--- src/rtl/i2c_target_if_pkg.sv ---
// Shared I2C definitions for the target endpoint and the master-side controller.
package i2c_target_if_pkg;

    // Target protocol states.
    typedef enum logic [2:0] {
        StIdle,
        StAddr,
        StAddrAck,
        StWrByte,
        StWrAck,
        StRdByte,
        StRdAck,
        StIdleWait
    } i2c_state_e;

    // Bus address of the colour-sensor target.
    localparam logic [6:0] DefaultTargetAddr = 7'h29;

endpackage

--- src/rtl/i2c_line_sync.sv ---
// Synchronizer and edge detector for one asynchronous I2C line.
module i2c_line_sync #(
    parameter int unsigned SYNC_STAGES = 2
) (
    input  logic clk_in,
    input  logic rst_n,
    input  logic line_i,
    output logic level_o,
    output logic rise_o,
    output logic fall_o
);

    logic [SYNC_STAGES-1:0] sync_q;
    logic                   hist_q;

    // Sync chain plus one history flop; resets to the idle-high bus level so no edge is faked.
    always_ff @(posedge clk_in or negedge rst_n) begin
        if (!rst_n) begin
            sync_q <= '1;
            hist_q <= 1'b1;
        end else begin
            sync_q <= {sync_q[SYNC_STAGES-2:0], line_i};
            hist_q <= sync_q[SYNC_STAGES-1];
        end
    end

    assign level_o = sync_q[SYNC_STAGES-1];
    assign rise_o  =  level_o & ~hist_q;
    assign fall_o  = ~level_o &  hist_q;

endmodule

--- src/rtl/i2c_target_if.sv ---
// I2C target endpoint: START/STOP detection, address match, register write/read protocol.
module i2c_target_if
    import i2c_target_if_pkg::*;
#(
    parameter logic [6:0]  TARGET_ADDR = DefaultTargetAddr,
    parameter int unsigned REG_AW      = 8,
    parameter int unsigned SYNC_STAGES = 2
) (
    input  logic              clk_in,
    input  logic              rst_n,
    input  logic              scl_in,
    input  logic              sda_in,
    output logic              sda_oe,
    output logic              wr_en,
    output logic [REG_AW-1:0] wr_addr,
    output logic [7:0]        wr_data,
    output logic [REG_AW-1:0] rd_addr,
    input  logic [7:0]        rd_data,
    output logic              busy
);

    logic scl, scl_rise, scl_fall;
    logic sda, sda_rise, sda_fall;

    i2c_line_sync #(.SYNC_STAGES(SYNC_STAGES)) u_scl_sync (
        .clk_in  (clk_in),
        .rst_n   (rst_n),
        .line_i  (scl_in),
        .level_o (scl),
        .rise_o  (scl_rise),
        .fall_o  (scl_fall)
    );

    i2c_line_sync #(.SYNC_STAGES(SYNC_STAGES)) u_sda_sync (
        .clk_in  (clk_in),
        .rst_n   (rst_n),
        .line_i  (sda_in),
        .level_o (sda),
        .rise_o  (sda_rise),
        .fall_o  (sda_fall)
    );

    logic start_det, stop_det;
    assign start_det = sda_fall & scl;
    assign stop_det  = sda_rise & scl;

    i2c_state_e        state_q;
    logic [2:0]        bit_cnt_q;
    logic [7:0]        shift_q;
    logic [REG_AW-1:0] ptr_q;
    logic              rw_q;
    logic              first_q;   // next write byte loads the pointer
    logic              sda_oe_q;
    logic              busy_q;
    logic              wr_en_q;
    logic [REG_AW-1:0] wr_addr_q;
    logic [7:0]        wr_data_q;

    // Byte as it stands once the bit on this scl_rise is shifted in.
    logic [7:0] rx_byte;
    assign rx_byte = {shift_q[6:0], sda};

    // Protocol FSM with registered outputs; START/STOP override every bit edge.
    always_ff @(posedge clk_in or negedge rst_n) begin
        if (!rst_n) begin
            state_q   <= StIdle;
            bit_cnt_q <= '0;
            shift_q   <= '0;
            ptr_q     <= '0;
            rw_q      <= 1'b0;
            first_q   <= 1'b0;
            sda_oe_q  <= 1'b0;
            busy_q    <= 1'b0;
            wr_en_q   <= 1'b0;
            wr_addr_q <= '0;
            wr_data_q <= '0;
        end else begin
            wr_en_q <= 1'b0;
            if (start_det) begin
                state_q   <= StAddr;
                bit_cnt_q <= '0;
                sda_oe_q  <= 1'b0;
            end else if (stop_det) begin
                state_q   <= StIdle;
                bit_cnt_q <= '0;
                sda_oe_q  <= 1'b0;
                busy_q    <= 1'b0;
            end else begin
                case (state_q)
                    StAddr: begin
                        if (scl_rise) begin
                            shift_q   <= rx_byte;
                            bit_cnt_q <= bit_cnt_q + 3'd1;
                            if (bit_cnt_q == 3'd7) begin
                                if (rx_byte[7:1] == TARGET_ADDR) begin
                                    state_q <= StAddrAck;
                                    rw_q    <= rx_byte[0];
                                    busy_q  <= 1'b1;
                                    first_q <= 1'b1;
                                end else begin
                                    state_q <= StIdle;
                                    busy_q  <= 1'b0;
                                end
                            end
                        end
                    end
                    // First scl_fall starts the ACK drive, the second one ends it.
                    StAddrAck: begin
                        if (scl_fall) begin
                            if (!sda_oe_q) begin
                                sda_oe_q <= 1'b1;
                            end else if (rw_q) begin
                                shift_q  <= rd_data;
                                sda_oe_q <= ~rd_data[7];
                                state_q  <= StRdByte;
                            end else begin
                                sda_oe_q <= 1'b0;
                                state_q  <= StWrByte;
                            end
                        end
                    end
                    StWrByte: begin
                        if (scl_rise) begin
                            shift_q   <= rx_byte;
                            bit_cnt_q <= bit_cnt_q + 3'd1;
                            if (bit_cnt_q == 3'd7) begin
                                state_q <= StWrAck;
                                if (first_q) begin
                                    ptr_q   <= REG_AW'(rx_byte);
                                    first_q <= 1'b0;
                                end else begin
                                    wr_en_q   <= 1'b1;
                                    wr_addr_q <= ptr_q;
                                    wr_data_q <= rx_byte;
                                    ptr_q     <= ptr_q + REG_AW'(1);
                                end
                            end
                        end
                    end
                    StWrAck: begin
                        if (scl_fall) begin
                            if (!sda_oe_q) begin
                                sda_oe_q <= 1'b1;
                            end else begin
                                sda_oe_q <= 1'b0;
                                state_q  <= StWrByte;
                            end
                        end
                    end
                    // Shift on scl_rise so shift_q[7] always holds the bit for the next low phase.
                    StRdByte: begin
                        if (scl_rise) begin
                            shift_q   <= {shift_q[6:0], 1'b0};
                            bit_cnt_q <= bit_cnt_q + 3'd1;
                        end else if (scl_fall) begin
                            if (bit_cnt_q == 3'd0) begin
                                sda_oe_q <= 1'b0;
                                state_q  <= StRdAck;
                            end else begin
                                sda_oe_q <= ~shift_q[7];
                            end
                        end
                    end
                    // Each byte handed out advances the pointer; only an ACK continues the read.
                    StRdAck: begin
                        if (scl_rise) begin
                            ptr_q <= ptr_q + REG_AW'(1);
                            if (sda) begin
                                state_q <= StIdleWait;
                            end
                        end else if (scl_fall) begin
                            shift_q  <= rd_data;
                            sda_oe_q <= ~rd_data[7];
                            state_q  <= StRdByte;
                        end
                    end
                    StIdle, StIdleWait: ;
                    default: state_q <= StIdle;
                endcase
            end
        end
    end

    assign sda_oe  = sda_oe_q;
    assign wr_en   = wr_en_q;
    assign wr_addr = wr_addr_q;
    assign wr_data = wr_data_q;
    assign rd_addr = ptr_q;
    assign busy    = busy_q;

endmodule

--- config.mk ---
export PLATFORM = sky130hd
export DESIGN_NAME = i2c_target_if
export DESIGN_NICKNAME = d
export VERILOG_FILES = /design/src/rtl/i2c_target_if_pkg.sv /design/src/rtl/i2c_line_sync.sv /design/src/rtl/i2c_target_if.sv
export SDC_FILE = /design/constraint.sdc
export NUM_CORES = 1
export LEC_CHECK = 0
export ABC_AREA = 1
export CAP_MARGIN = 20
export CORE_MARGIN = 4
export CORE_UTILIZATION = 40
export DETAILED_ROUTE_END_ITERATION = 7
export HOLD_SLACK_MARGIN = 0.06
export PLACE_DENSITY = 0.73
export SLEW_MARGIN = 10
export SYNTH_ARGS = -nofsm -noshare
export SYNTH_HDL_FRONTEND = slang
export SYNTH_SLANG_ARGS = --single-unit
export TNS_END_PERCENT = 100
--- constraint.sdc ---
create_clock -name clk_in -period 1.7 [get_ports clk_in]
set_clock_uncertainty 0.2 [all_clocks]
set_input_delay 0.34 -clock clk_in [delete_from_list [all_inputs] [get_ports clk_in]]
set_output_delay 0.34 -clock clk_in [all_outputs]
set_load 0.1 [all_outputs]
[Yosys cells after proc, flatten, opt, wreduce, memory -nomap -nowiden]
Index checks and enable logic that the tools add are counted.
Storage, ports and cells
  bits in registers: 49
  bits of input ports: 12
  output and inout bits: 27
  logic and storage cells: 156
Operators by class
  add/sub/neg operators: 2
  eq/ne operators: 36
  muxes and demuxes: 66
  bitwise logic cells: 15
  reductions and logical operators: 22
Operator list (count)
  two-way mux 8 bit: 11
  two-way mux 3 bit: 21
  != test 4 bit (second input constant): 13
  one-hot mux 8 bit (4 select lines): 1
  two-way mux 1 bit: 28
  != test 2 bit (second input constant): 12
  one-hot mux 3 bit (6 select lines): 1
  AND reduction 6 bit: 3
  one-hot mux 8 bit (2 select lines): 1
  AND reduction 14 bit: 1
  == test 3 bit (second input constant): 4
  AND reduction 10 bit: 1
  nonzero test 2 bit: 5
  NOT 1 bit: 9
  adder 8 x 1 -> 8 bit (second input constant): 1
  AND reduction 8 bit: 1
  nonzero test 8 bit: 1
  == test 7 x 6 -> 1 bit (second input constant): 1
  AND reduction 7 bit: 1
  bitwise AND 1 bit: 6
  == test 3 x 2 -> 1 bit (second input constant): 2
  nonzero test 3 bit: 2
  nonzero test 6 bit: 1
  != test 5 x 4 -> 1 bit (second input constant): 1
  13 further kinds: 13

[Depth between registers and ports, before layout]
Gate-level depths: netlist of the first run.
  depth in word-level cells: 7
  gate-level depth with buffers: 12
  mapped depth without buffers: 10

[Cells and area by module]
From an unflattened synthesis of the first run, not the netlist that was laid out.
Second synthesis, totals
  cell total of the unflattened synthesis: 322
  area, all modules: 2610.0 µm²
Modules (own cells, without submodules)
  i2c_target_if: instances 1, cells an instance 308, area each 2422.3 µm², sequential area each 1076.0 µm²
  i2c_line_sync: instances 2, cells an instance 7, area each 93.8 µm², sequential area each 78.8 µm²

[Least setup slack after synthesis of the first run]
No wires, ideal clock.
  kind: register to register
  start point: register ptr_q[1], in the netlist rd_addr[1]
  end point: register ptr_q[6], in the netlist rd_addr[6]
  data arrival time: 1.762 ns
  path slack: -0.387 ns
  stages on the path, launching flop included: 9
  path buffers: 0
  clock period less this slack: 2.087 ns
  cells stage by stage: dfrtp_1 ha_1 nand2_1 inv_1 nand2_1 xor2_1 nand2_1 nand2_1 o21ai_1
On the way
  cells in the longest elaborated chain, start to end: 5
  elaborated cells between the ends (all ways): 6
  classes of those cells: add/sub: 1; mux: 5
Ends and longest elaborated chain
  from (decl): line i2c_target_if.sv:50  | logic [REG_AW-1:0] ptr_q;
  from (signal assigned): line i2c_target_if.sv:129  | ptr_q <= REG_AW'(rx_byte);
  from (signal assigned): line i2c_target_if.sv:135  | ptr_q <= ptr_q + REG_AW'(1);
  from (signal assigned): line i2c_target_if.sv:167  | ptr_q <= ptr_q + REG_AW'(1);
  adder 8 x 1 -> 8 bit (*): line i2c_target_if.sv:135, i2c_target_if.sv:167
  two-way mux 8 bit: line i2c_target_if.sv:128  | if (first_q) begin
  two-way mux 8 bit: line i2c_target_if.sv:126  | if (bit_cnt_q == 3'd7) begin
  two-way mux 8 bit: line i2c_target_if.sv:123  | if (scl_rise) begin
  one-hot mux 8 bit (2 select lines) (*): line i2c_target_if.sv:89  | case (state_q)
Every way passes the cells marked *; elsewhere a longest branch is shown, timed or not. The select of a mux whose other input is x is not followed.
A chain may end at the register's enable or synchronous reset.

[Worst setup path in the final report of the first run]
  start point: register u_scl_sync.sync_q[1]
  end point: register state_q[1]
On the way
  cells in the longest elaborated chain, start to end: 5
  elaborated cells between the ends (all ways): 24
  classes of those cells: eq/ne: 13; mux: 4; bitwise: 5; reduce/logical: 2
Ends and longest elaborated chain
  from (decl): line i2c_line_sync.sv:13  | logic [SYNC_STAGES-1:0] sync_q;
  from (signal assigned): line i2c_line_sync.sv:22  | sync_q <= {sync_q[SYNC_STAGES-2:0], line_i};
  bitwise AND 1 bit: line i2c_line_sync.sv:28  | assign rise_o = level_o & ~hist_q;
  two-way mux 3 bit: line i2c_target_if.sv:166  | if (scl_rise) begin
  one-hot mux 3 bit (6 select lines): line i2c_target_if.sv:89
  two-way mux 3 bit: line i2c_target_if.sv:83  | end else if (stop_det) begin
  two-way mux 3 bit: line i2c_target_if.sv:79  | if (start_det) begin
  to (signal assigned): line i2c_target_if.sv:80  | state_q <= StAddr;
  to (signal assigned): line i2c_target_if.sv:84  | state_q <= StIdle;
  to (signal assigned): line i2c_target_if.sv:169  | state_q <= StIdleWait;
  to (decl): line i2c_target_if.sv:47  | i2c_state_e state_q;
Parallel ways exist; a longest one is shown, timed or not.

==> results of run 1 <==
[Yosys cell counts (all sizes together)]
cell / count
o21bai: 3
nand3b: 1
dfrtp: 43
nand3: 22
nor3: 4
o31ai: 1
o211ai: 3
inv: 37
a22oi: 1
dfstp: 6
nor2: 31
a21oi: 9
o21ai: 57
xor2: 2
a31oi: 2
nand2: 91
ha: 7
nand4: 1
buf: 9
[layout make-up]
class | instances | area [sq um] | share of cell area
clock inverter | 1 | 30.0 | 0.00694
tap | 96 | 120 | 0.0277
clock buffer | 7 | 86.3 | 0.0199
inverter | 37 | 149 | 0.0344
multi-input combinational | 236 | 1550 | 0.357
sequential | 49 | 1260 | 0.290
timing repair buffer | 90 | 1140 | 0.264
[path summary, 6_finish.rpt]
check / startpoint / cells past startpoint / endpoint / slack, ps
min in group asynchronous: rst_n / 3 / wr_addr[4] / 330
worst max register to register: u_scl_sync.sync_q[1] / 9 / state_q[1] / -150
max in group asynchronous: rst_n / 3 / u_sda_sync.sync_q[1] / 660
worst max-delay path: u_scl_sync.sync_q[1] / 9 / state_q[1] / -150
worst min-delay path: u_sda_sync.sync_q[0] / 0 / u_sda_sync.sync_q[1] / 160
worst min register to register: u_sda_sync.sync_q[0] / 0 / u_sda_sync.sync_q[1] / 160
[what timing repair did]
action,in CTS,in global routing
setup endpoints to repair,42,42
gates resized for setup,29,32
pin swaps,10,13
buffers inserted,8,6
hold buffers,1,0
gates cloned,1,3
hold endpoints to repair,43,0
[worst register-to-register path, delay by kind of cell (launching register included)]
kind | cells | cell delay, ps
AND/OR/NAND/NOR | 8 | 830
flip-flops | 1 | 630
buffers and inverters | 1 | 140
[state kept, by name, summed over array words and instances (netlist names)]
register	count
rd_addr	8
shift_q	8
wr_addr	8
wr_data	8
bit_cnt_q	3
state_q	3
u_scl_sync.sync_q	2
u_sda_sync.sync_q	2
busy	1
first_q	1
rw_q	1
sda_oe	1
u_scl_sync.hist_q	1
u_sda_sync.hist_q	1
wr_en	1
[per-stage QoR]
step	instance area, sq um	setup TNS [ps]	power, uW
finish	4330	-3120	4200
global route	4330	-6530	4440
CTS	4100	-1500	4080
detailed placement	3800	-3150	3050
global placement	3800	-1220	3010
floorplan	2840	-29.5	2510
[cells by family after synthesis]
logic type / after synthesis / share of synthesized area
and+or+nand+nor: 150 / 0.260
DFF: 49 / 0.440
adders and majority gates: 7 / 0.0312
xor gates and xnor gates: 2 / 0.00625
AOI/OAI and AO/OA: 76 / 0.177
buffers and inverters: 46 / 0.0852
[per-layer routing]
metal  vias up  GRT usage  part of all wire
met2       104      0.287              0.49
met3        25     0.0254             0.054
met1      1286      0.239              0.43
met4         0     0.0631             0.023
met5         -          0                 0
li1       1258          -                 -
[power groups by stage]
| stage | Clock [uW] | Combinational (uW) | Sequential (uW) |
|---|---|---|---|
| 4_1_cts | 894 | 1690 | 1500 |
| 3_3_place_gp | 0 | 1500 | 1510 |
| 6_report | 872 | 1810 | 1510 |
| 2_1_floorplan | 0 | 947 | 1570 |
| 5_1_grt | 938 | 1960 | 1540 |
| 3_5_place_dp | 0 | 1540 | 1510 |
==> summary.md, run 1 <==
| Metric | Value |
|---|---|
| Yosys warning count | 0 |
| Fraction of final layout cells sized beyond drive strength 1 | 0.445 |
| Most used cells in the layout excluding fill and tap cells | nand2_1 (70), buf_4 (39), dfrtp_1 (34) |
| Initial antenna violation count | 0 |
| Final core area utilization | 0.637 |
| Largest net degree at the start of global routing | 50 |
| Class of the most critical setup path | reg2reg |
| Unrepaired setup endpoints after global routing | yes |
| Sort of element at the end of the critical path | flip-flop |
| Number of H-tree levels | 2 |
| Cell internal pwr | 2540 uW |
| Number of max-slew violations in the final report | 0 |
| Data required, critical path | ~1800 ps |
| Synthesis-to-finish area growth | 54.4% |
| Cell Area, Synth | ~2800 sq um |
| Post-DP HPWL | 5330 um |
| Num rows | 30 |
| Fill cell count | 521 |
| Worst-path clk slew | 90 ps |
| Synthesis-stage register bit count | 49 |
| Number of CTS-inserted buffers | 5 |
| Cell type group with the largest total delay on the critical path | simple AND/OR/NAND/NOR gates |
| Max-Cap Viols | 0 |
| Sequential power share | 0.361 |
| First-pass GRT wire length | 12100 um |
| Worst Path Buf+Inv | 1 |
| Wire length per cell after detailed routing | about 16 um |
| Post-route fraction of the period consumed by the critical path | 1.09 |
| Final Non-Filler Cells | roughly 520 |
| Number of global-route vias before repair | roughly 2600 |
| Port Buffers | 38 |
| Clock insertion delay at the later pin of the skew report | approximately 310 ps |
| X dimension of the die | 91.7 um |
| Minimum hold slack | 160 ps |
| Clock Sink Count | 49 |
| Violated checks | negative setup slack |
| Total global routing overflow | 0 |
| DR iter-0 viols | around 240 |
| Hold violation count in the final report | 0 |
| Number of detailed-routing iterations run before antenna repair | 5 |
| Number of different library cells in the post-synthesis netlist | 32 |
| Yosys top cell area share | 0.384 |
| Library cell with the largest summed area after synthesis | dfrtp_1 |
| Tightest slew margin relative to the limit | 0.805 |
| Final critical-path required period | 1850 ps |
| Maximum clock insertion buffer count | 2 |
| Effective utilization at floorplan | 0.413 |
| Hold crit path type | reg2reg |
| Run status | complete, but fails checks |
| Synth top area cells | dfrtp_1 (38%), nand2_1 (11%), o21ai_2 (7.5%) |
| Post-placement worst setup slack | -188 ps |
| Total number of vias | 2673 |
| Power per unit of standard cell area | a little under 1000 nW/um^2 |
| Synthesized Nets | 349 |
| Most frequent CP cell | nand2_1 |
| Arrival time at the worst endpoint | about 1900 ps |
| Pleak | between 0.0015 and 0.002 uW |
| Worst path setup slack after routing | -154 ps |
| Number of vias per cell after detailed routing | ~5.2 |
| Final RePlAce weighted congestion | 0.896 |
| Share of synthesized area occupied by flip-flops and latches | 0.440 |
| Final net count | around 440 |
| Core region area | around 6800 sq um |
| Die Ht | just over 90 um |
| Switching share of total power | 0.395 |
| Root Driver | clkbuf_8 |
| Number of antenna cells inserted | 0 |
| Number of standard cells after synthesis | 330 |
| TritonCTS clock tree | done |
| DRC violations left | 0 |
| Most common cell after layout, fill and taps aside | nand2_1 |
| Total GRT Usage | 0.176 |
| Worst-path cell chain | buf_6 -> nand3b_1 -> nand2_4 -> nor2_2 -> nand2_1 -> nand3_2 -> nor2_4 -> nand2_1 -> nand2_1 |
| Slew at the pin with the worst max-slew slack | just under 300 ps |
| Logic gate share of total power | 0.432 |
| Routed Antenna Nets | 0 |
| Largest voltage drop on the vdd net | roughly 0.00078 V |
| Startpoint class of the critical path | flip-flop |
| Per-instance average area after synthesis | between 8 and 9 sq um |
| Crit-path max cell delay | approximately 630 ps |
| Power spent charging and discharging nets | approximately 1700 uW |
| Number of primary I/O pins | 39 |
| Largest fanout on the critical path | 6 |
| Setup violations, final | 39 |
| Highest-delay cell along the critical path | dfstp_2 |
| Highest clock rate | ~0.54 GHz |
| Share of total power in the clock network | 0.208 |
| Routed wire length | between 8000 and 9000 um |
| Instance count after placement with tap cells included | roughly 490 |
| Die area | roughly 8400 sq um |
(Power assumes the default switching activity.)
==> run 2: changes to the inputs <==
Settings changed: CTS_CLUSTER_DIAMETER set to 50, REMOVE_ABC_BUFFERS set to 1.
==> run 2 against run 1 <==
  * The flow still finishes with violations (negative setup slack)
  * Non-clock buffer count rose by 3
  * Die area unchanged
  * Final area fell by 0.81%
  * Sequential share of layout area is 0.26 points lower
  * Wire length decreased by 8.5%
  * Worst hold slack better by 4.4 ps
  * Critical endpoint is now state_q[0]
  * Largest power group unchanged
  * Highest routed layer unchanged
==> summary.md, run 2 (synthesized netlist as in run 1, its figures left out) <==
| Metric | Value |
|---|---|
| Port Buffers | 38 |
| Most frequent CP cell | nand2_1 |
| Largest fanout on the critical path | 5 |
| Placed Area | ~3800 sq um |
| Synthesis-to-finish area growth | 53.1% |
| Power spent charging and discharging nets | 1610 uW |
| Most used cells in the layout excluding fill and tap cells | nand2_1 (65), buf_4 (45), dfrtp_1 (41) |
| Worst-path cell chain | buf_6 -> nand3_4 -> nand2_2 -> nor2_1 -> nand2_1 -> nand3_4 -> nor2_4 -> nand2_1 -> nand2_1 |
| Post-route fraction of the period consumed by the critical path | 1.06 |
| First-pass GRT wire length | between 10000 and 15000 um |
| Final net count | 441 |
| Register cell area after layout | roughly 1200 sq um |
| Maximum clock insertion buffer count | 2 |
| Worst-path clk slew | approximately 100 ps |
| Num rows | 30 |
| Number of antenna cells inserted | 0 |
| Minimum hold slack | about 160 ps |
| Setup violations, final | 38 |
| Pleak | between 0.0015 and 0.002 uW |
| Largest net degree at the start of global routing | 50 |
| Violated checks | negative setup slack |
| Final RePlAce weighted congestion | 0.871 |
| Startpoint class of the critical path | flip-flop |
| Instance count after placement with tap cells included | 499 |
| Worst path setup slack after routing | -106 ps |
| Post-DP HPWL | around 5300 um |
| Finished layout cell area | around 4300 sq um |
| Final Non-Filler Cells | around 520 |
| Root Driver | clkbuf_8 |
| Sort of element at the end of the critical path | flip-flop |
| Routed wire length | 7400 um |
| Highest clock rate | around 0.55 GHz |
| Hold violation count in the final report | 0 |
| Clock insertion delay at the later pin of the skew report | 300 ps |
| Wire length per cell after detailed routing | between 10 and 15 um |
| Cell type group with the largest total delay on the critical path | simple AND/OR/NAND/NOR gates |
| Slew at the pin with the worst max-slew slack | 320 ps |
| Final critical-path required period | about 1800 ps |
| Logic gate share of total power | 0.424 |
| Tightest slew margin relative to the limit | 0.787 |
| Die Ht | between 90 and 100 um |
| Cell internal pwr | 2520 uW |
| Number of global-route vias before repair | 2500 |
| Clock Sink Count | slightly below 50 |
| Fill cell count | between 500 and 600 |
| Highest-delay cell along the critical path | dfstp_2 |
| Die area | approximately 8400 sq um |
| TritonCTS clock tree | done |
| X dimension of the die | between 90 and 100 um |
| Core region area | between 6000 and 7000 sq um |
| Hold crit path type | reg2reg |
| Share of total power in the clock network | 0.217 |
| Number of primary I/O pins | 39 |
| Data required, critical path | around 1700 ps |
| Most common cell after layout, fill and taps aside | nand2_1 |
| Largest voltage drop on the vdd net | ~0.00095 V |
| Number of max-slew violations in the final report | 0 |
| Power per unit of standard cell area | approximately 960 nW/um^2 |
| Total global routing overflow | 0 |
| Run status | complete, but fails checks |
| Number of CTS-inserted buffers | 5 |
| Initial antenna violation count | 0 |
| Worst Path Buf+Inv | 1 |
| Max-Cap Viols | 0 |
| Effective utilization at floorplan | 0.413 |
| DR iter-0 viols | 115 |
| Fraction of final layout cells sized beyond drive strength 1 | 0.447 |
| Number of detailed-routing iterations run before antenna repair | 4 |
| Crit-path max cell delay | ~600 ps |
| DRC violations left | 0 |
| Switching share of total power | 0.390 |
| Sequential power share | 0.359 |
| Number of H-tree levels | 2 |
| Arrival time at the worst endpoint | 1850 ps |
| Unrepaired setup endpoints after global routing | yes |
| Routed Antenna Nets | 0 |
| Number of vias per cell after detailed routing | between 4 and 5 |
| Total number of vias | ~2600 |
| Class of the most critical setup path | reg2reg |
| Area of the multi-input gates | 1540 sq um |
| Total GRT Usage | 0.174 |
-- run 2: changes by cell type in the layout (fill, tap and decap cells not counted), moves of 2 or more --
cell	change
dfrtp_4	-5
dfrtp_2	-2
a21oi_4	-2
nand2_1	-5
buf_4	+6
nand2_4	-2
nand2_2	+7
dfrtp_1	+7
-- run 2: area by class of cell --
class | instances | area share
multi-input combinational | 236 | 0.358
sequential | 49 | 0.288
timing repair buffer | 93 | 0.264
inverter | 37 | 0.0341
tap | 96 | 0.0280
clock buffer | 6 | 0.0192
clock inverter | 2 | 0.00874
-- run 2: final timing paths --
kind / startpoint / endpoint / slack [ps] / cells after the start
max reg2reg: u_scl_sync.sync_q[1] / state_q[0] / -110 / 9
min: u_sda_sync.sync_q[0] / u_sda_sync.sync_q[1] / 160 / 0
max in group asynchronous: rst_n / u_scl_sync.hist_q / 650 / 3
min in group asynchronous: rst_n / bit_cnt_q[1] / 350 / 3
max: u_scl_sync.sync_q[1] / state_q[0] / -110 / 9
min reg2reg: u_sda_sync.sync_q[0] / u_sda_sync.sync_q[1] / 160 / 0
-- run 2: routing by layer --
metal,track usage,vias to the layer above,share of wire
met1,0.222,1232,0.45
met3,0.0271,15,0.036
met4,0.0371,0,0.018
met2,0.312,66,0.50
met5,0,-,0
li1,-,1260,-
-- run 2: repair_timing --
item | CTS | global route
hold endpoints to repair | 43 | 0
resized for setup | 29 | 36
gates cloned | 1 | 1
pin swaps | 12 | 11
hold buffers | 1 | 0
endpoints found under the setup margin | 42 | 42
buffers inserted | 5 | 4
-- run 2: power groups by stage --
stage	sequential, uW	clock (uW)	combinational (uW)
after floorplan	1600	0	828
after global placement	1490	0	1550
after detailed placement	1490	0	1550
after CTS	1470	906	1680
after global routing	1490	948	1920
final	1480	894	1750
-- run 2: stage by stage --
stage / worst slack (ps) / util / TNS, ps / power (uW)
after floorplan: -387 / - / -11370 / 2430
after global placement: -156 / 0.566 / -2770 / 3030
after detailed placement: -190 / 0.566 / -4070 / 3050
after CTS: -118 / 0.607 / -3160 / 4060
after global routing: -221 / 0.632 / -6400 / 4350
final: -106 / 0.632 / -2630 / 4120
==> run 3: changes to the inputs <==
Settings changed: CORE_UTILIZATION 40 to 35, PLACE_DENSITY 0.73 to 0.66, RECOVER_POWER set to 25, SLEW_MARGIN 10 to not set.
==> run 3 against run 2 <==
  * First-iteration DRC count increased by 5.2%
  * Clock power decreased by 21%
  * Largest cell class unchanged
  * The flow still finishes with violations (negative setup slack)
  * Sequential power about the same
  * Sequential share of layout area decreased by 0.54 points
  * Combinational power increased by 5%
==> summary.md, run 3 (synthesized netlist as in run 1, its figures left out) <==
| Metric | Value |
|---|---|
| Number of primary I/O pins | 39 |
| Power spent charging and discharging nets | roughly 1700 uW |
| X dimension of the die | 97.5 um |
| Total global routing overflow | 0 |
| Effective utilization at floorplan | 0.361 |
| Number of detailed-routing iterations run before antenna repair | 5 |
| Wire length per cell after detailed routing | approximately 14 um |
| Sequential power share | 0.368 |
| Port Buffers | 38 |
| Number of H-tree levels | 2 |
| Startpoint class of the critical path | flip-flop |
| Synthesis-to-finish area growth | 55.9% |
| Worst path setup slack after routing | -162 ps |
| Final net count | 450 |
| Num rows | 32 |
| Sort of element at the end of the critical path | flip-flop |
| Clock insertion delay at the later pin of the skew report | about 300 ps |
| Max-Cap Viols | 0 |
| Die area | 9510 sq um |
| Fill cell count | about 680 |
| Largest net degree at the start of global routing | 50 |
| Number of antenna cells inserted | 0 |
| Post-DP HPWL | around 5500 um |
| Post-route fraction of the period consumed by the critical path | 1.10 |
| Cell internal pwr | around 2400 uW |
| Number of vias per cell after detailed routing | 4.86 |
| Routed wire length | 7630 um |
| Final RePlAce weighted congestion | 0.895 |
| Unrepaired setup endpoints after global routing | yes |
| TritonCTS clock tree | done |
| Total GRT Usage | 0.163 |
| Class of the most critical setup path | reg2reg |
| Data required, critical path | between 1500 and 2000 ps |
| Worst-path cell chain | ha_1 -> ha_2 -> nand2_2 -> nor3_2 -> nand3_2 -> buf_12 -> nand2_1 -> o21ai_2 |
| Fraction of final layout cells sized beyond drive strength 1 | 0.477 |
| Final core area utilization | 0.563 |
| Highest clock rate | 0.537 GHz |
| Setup violations, final | 42 |
| Logic gate share of total power | 0.457 |
| Number of CTS-inserted buffers | 5 |
| Slew at the pin with the worst max-slew slack | a little under 700 ps |
| Run status | complete, but fails checks |
| DR iter-0 viols | ~120 |
| Initial antenna violation count | 0 |
| Largest voltage drop on the vdd net | approximately 0.0008 V |
| First-pass GRT wire length | approximately 13000 um |
| Hold crit path type | reg2reg |
| Number of max-slew violations in the final report | 0 |
| Routed Antenna Nets | 0 |
| Power per unit of standard cell area | approximately 920 nW/um^2 |
| Pleak | just over 0.002 uW |
| Highest-delay cell along the critical path | dfrtp_1 |
| Cell type group with the largest total delay on the critical path | simple AND/OR/NAND/NOR gates |
| Most common cell after layout, fill and taps aside | nand2_1 |
| Arrival time at the worst endpoint | about 1900 ps |
| Tightest slew margin relative to the limit | 0.548 |
| Worst-path clk slew | 90 ps |
| Final critical-path required period | ~1900 ps |
| Maximum clock insertion buffer count | 2 |
| Die Ht | 97.5 um |
| Clock Sink Count | around 50 |
| Total number of vias | between 2000 and 3000 |
| Minimum hold slack | 160 ps |
| Hold violation count in the final report | 0 |
| Number of global-route vias before repair | roughly 2700 |
| Crit-path max cell delay | between 300 and 400 ps |
| Largest fanout on the critical path | 20 |
| Switching share of total power | 0.412 |
| Share of total power in the clock network | 0.175 |
| Worst Path Buf+Inv | 1 |
| Root Driver | clkbuf_8 |
| Core region area | 7770 sq um |
| Most used cells in the layout excluding fill and tap cells | nand2_1 (60), buf_4 (52), dfrtp_1 (42) |
| Violated checks | negative setup slack |
| DRC violations left | 0 |
run 3: cell types whose count changed in the layout (fill, tap and decap cells not counted), moves of 3 or more:
cell,change
buf_4,+7
o21ai_2,+6
nand2_1,-5
nand2_4,+3
o21ai_0,-3
o21ai_1,-3
run 3: path summary, 6_finish.rpt:
kind	startpoint	to	slack (ps)	cells after the start
max	bit_cnt_q[0]	wr_data[0]	-160	8
min reg2reg	u_scl_sync.sync_q[0]	u_scl_sync.sync_q[1]	160	0
max in group asynchronous	rst_n	state_q[2]	310	3
max reg2reg	bit_cnt_q[0]	wr_data[0]	-160	8
min in group asynchronous	rst_n	wr_addr[0]	510	3
min	u_scl_sync.sync_q[0]	u_scl_sync.sync_q[1]	160	0
run 3: power groups by stage:
stage,combinational (uW),sequential [uW],clock [uW]
after floorplan,828,1600,0
after global routing,2010,1500,773
final,1840,1480,705
after CTS,1750,1470,716
after detailed placement,1610,1490,0
after global placement,1580,1480,0
run 3: per-layer routing:
layer | wire (um) | global-route usage | part of all wire | up-vias
met5 | 0 | 0 | 0 | -
met3 | 280 | 0.0244 | 0.037 | 10
met1 | 3270 | 0.210 | 0.43 | 1252
met2 | 4000 | 0.286 | 0.52 | 58
met4 | 80 | 0.0405 | 0.010 | 0
li1 | - | - | - | 1276
run 3: worst register-to-register path: cells and delay by family (launching register included):
| kind | cells | cell delay [ps] |
|---|---|---|
| DFF | 1 | 360 |
| buffers and inverters | 1 | 230 |
| and+or+nand+nor | 4 | 560 |
| adders and majority gates | 2 | 360 |
| AOI/OAI and AO/OA | 1 | 50 |
run 3: cell type report:
type                            count  area, sq um  share of cell area
Clock inverter                      2         13.8             0.00315
Inverter                           37          149              0.0341
Timing Repair Buffer              102         1210               0.277
Sequential cell                    49         1230               0.282
Multi-Input combinational cell    236         1560               0.358
Clock buffer                        6         72.6              0.0166
Tap cell                          102          128              0.0292
run 3: what timing repair did:
action                     in CTS  in global routing
hold buffers                    1                  0
setup endpoints to repair      41                 43
pin swaps                      10                 15
hold endpoints to repair       43                  0
resized for setup              50                 33
cloned                          1                  1
setup buffers                   4                 10
run 3: metrics by stage:
step                      area [sq um]  TNS, ps  cells  power (uW)  worst slack, ps
after floorplan                   2710   -11370    321        2430             -387
after global routing              4370    -7910    534        4280             -252
after CTS                         4180    -3230    523        3930             -165
after global placement            3880    -3080    509        3060             -130
after detailed placement          3880    -5060    509        3090             -212
final                             4370    -4550    534        4020             -162
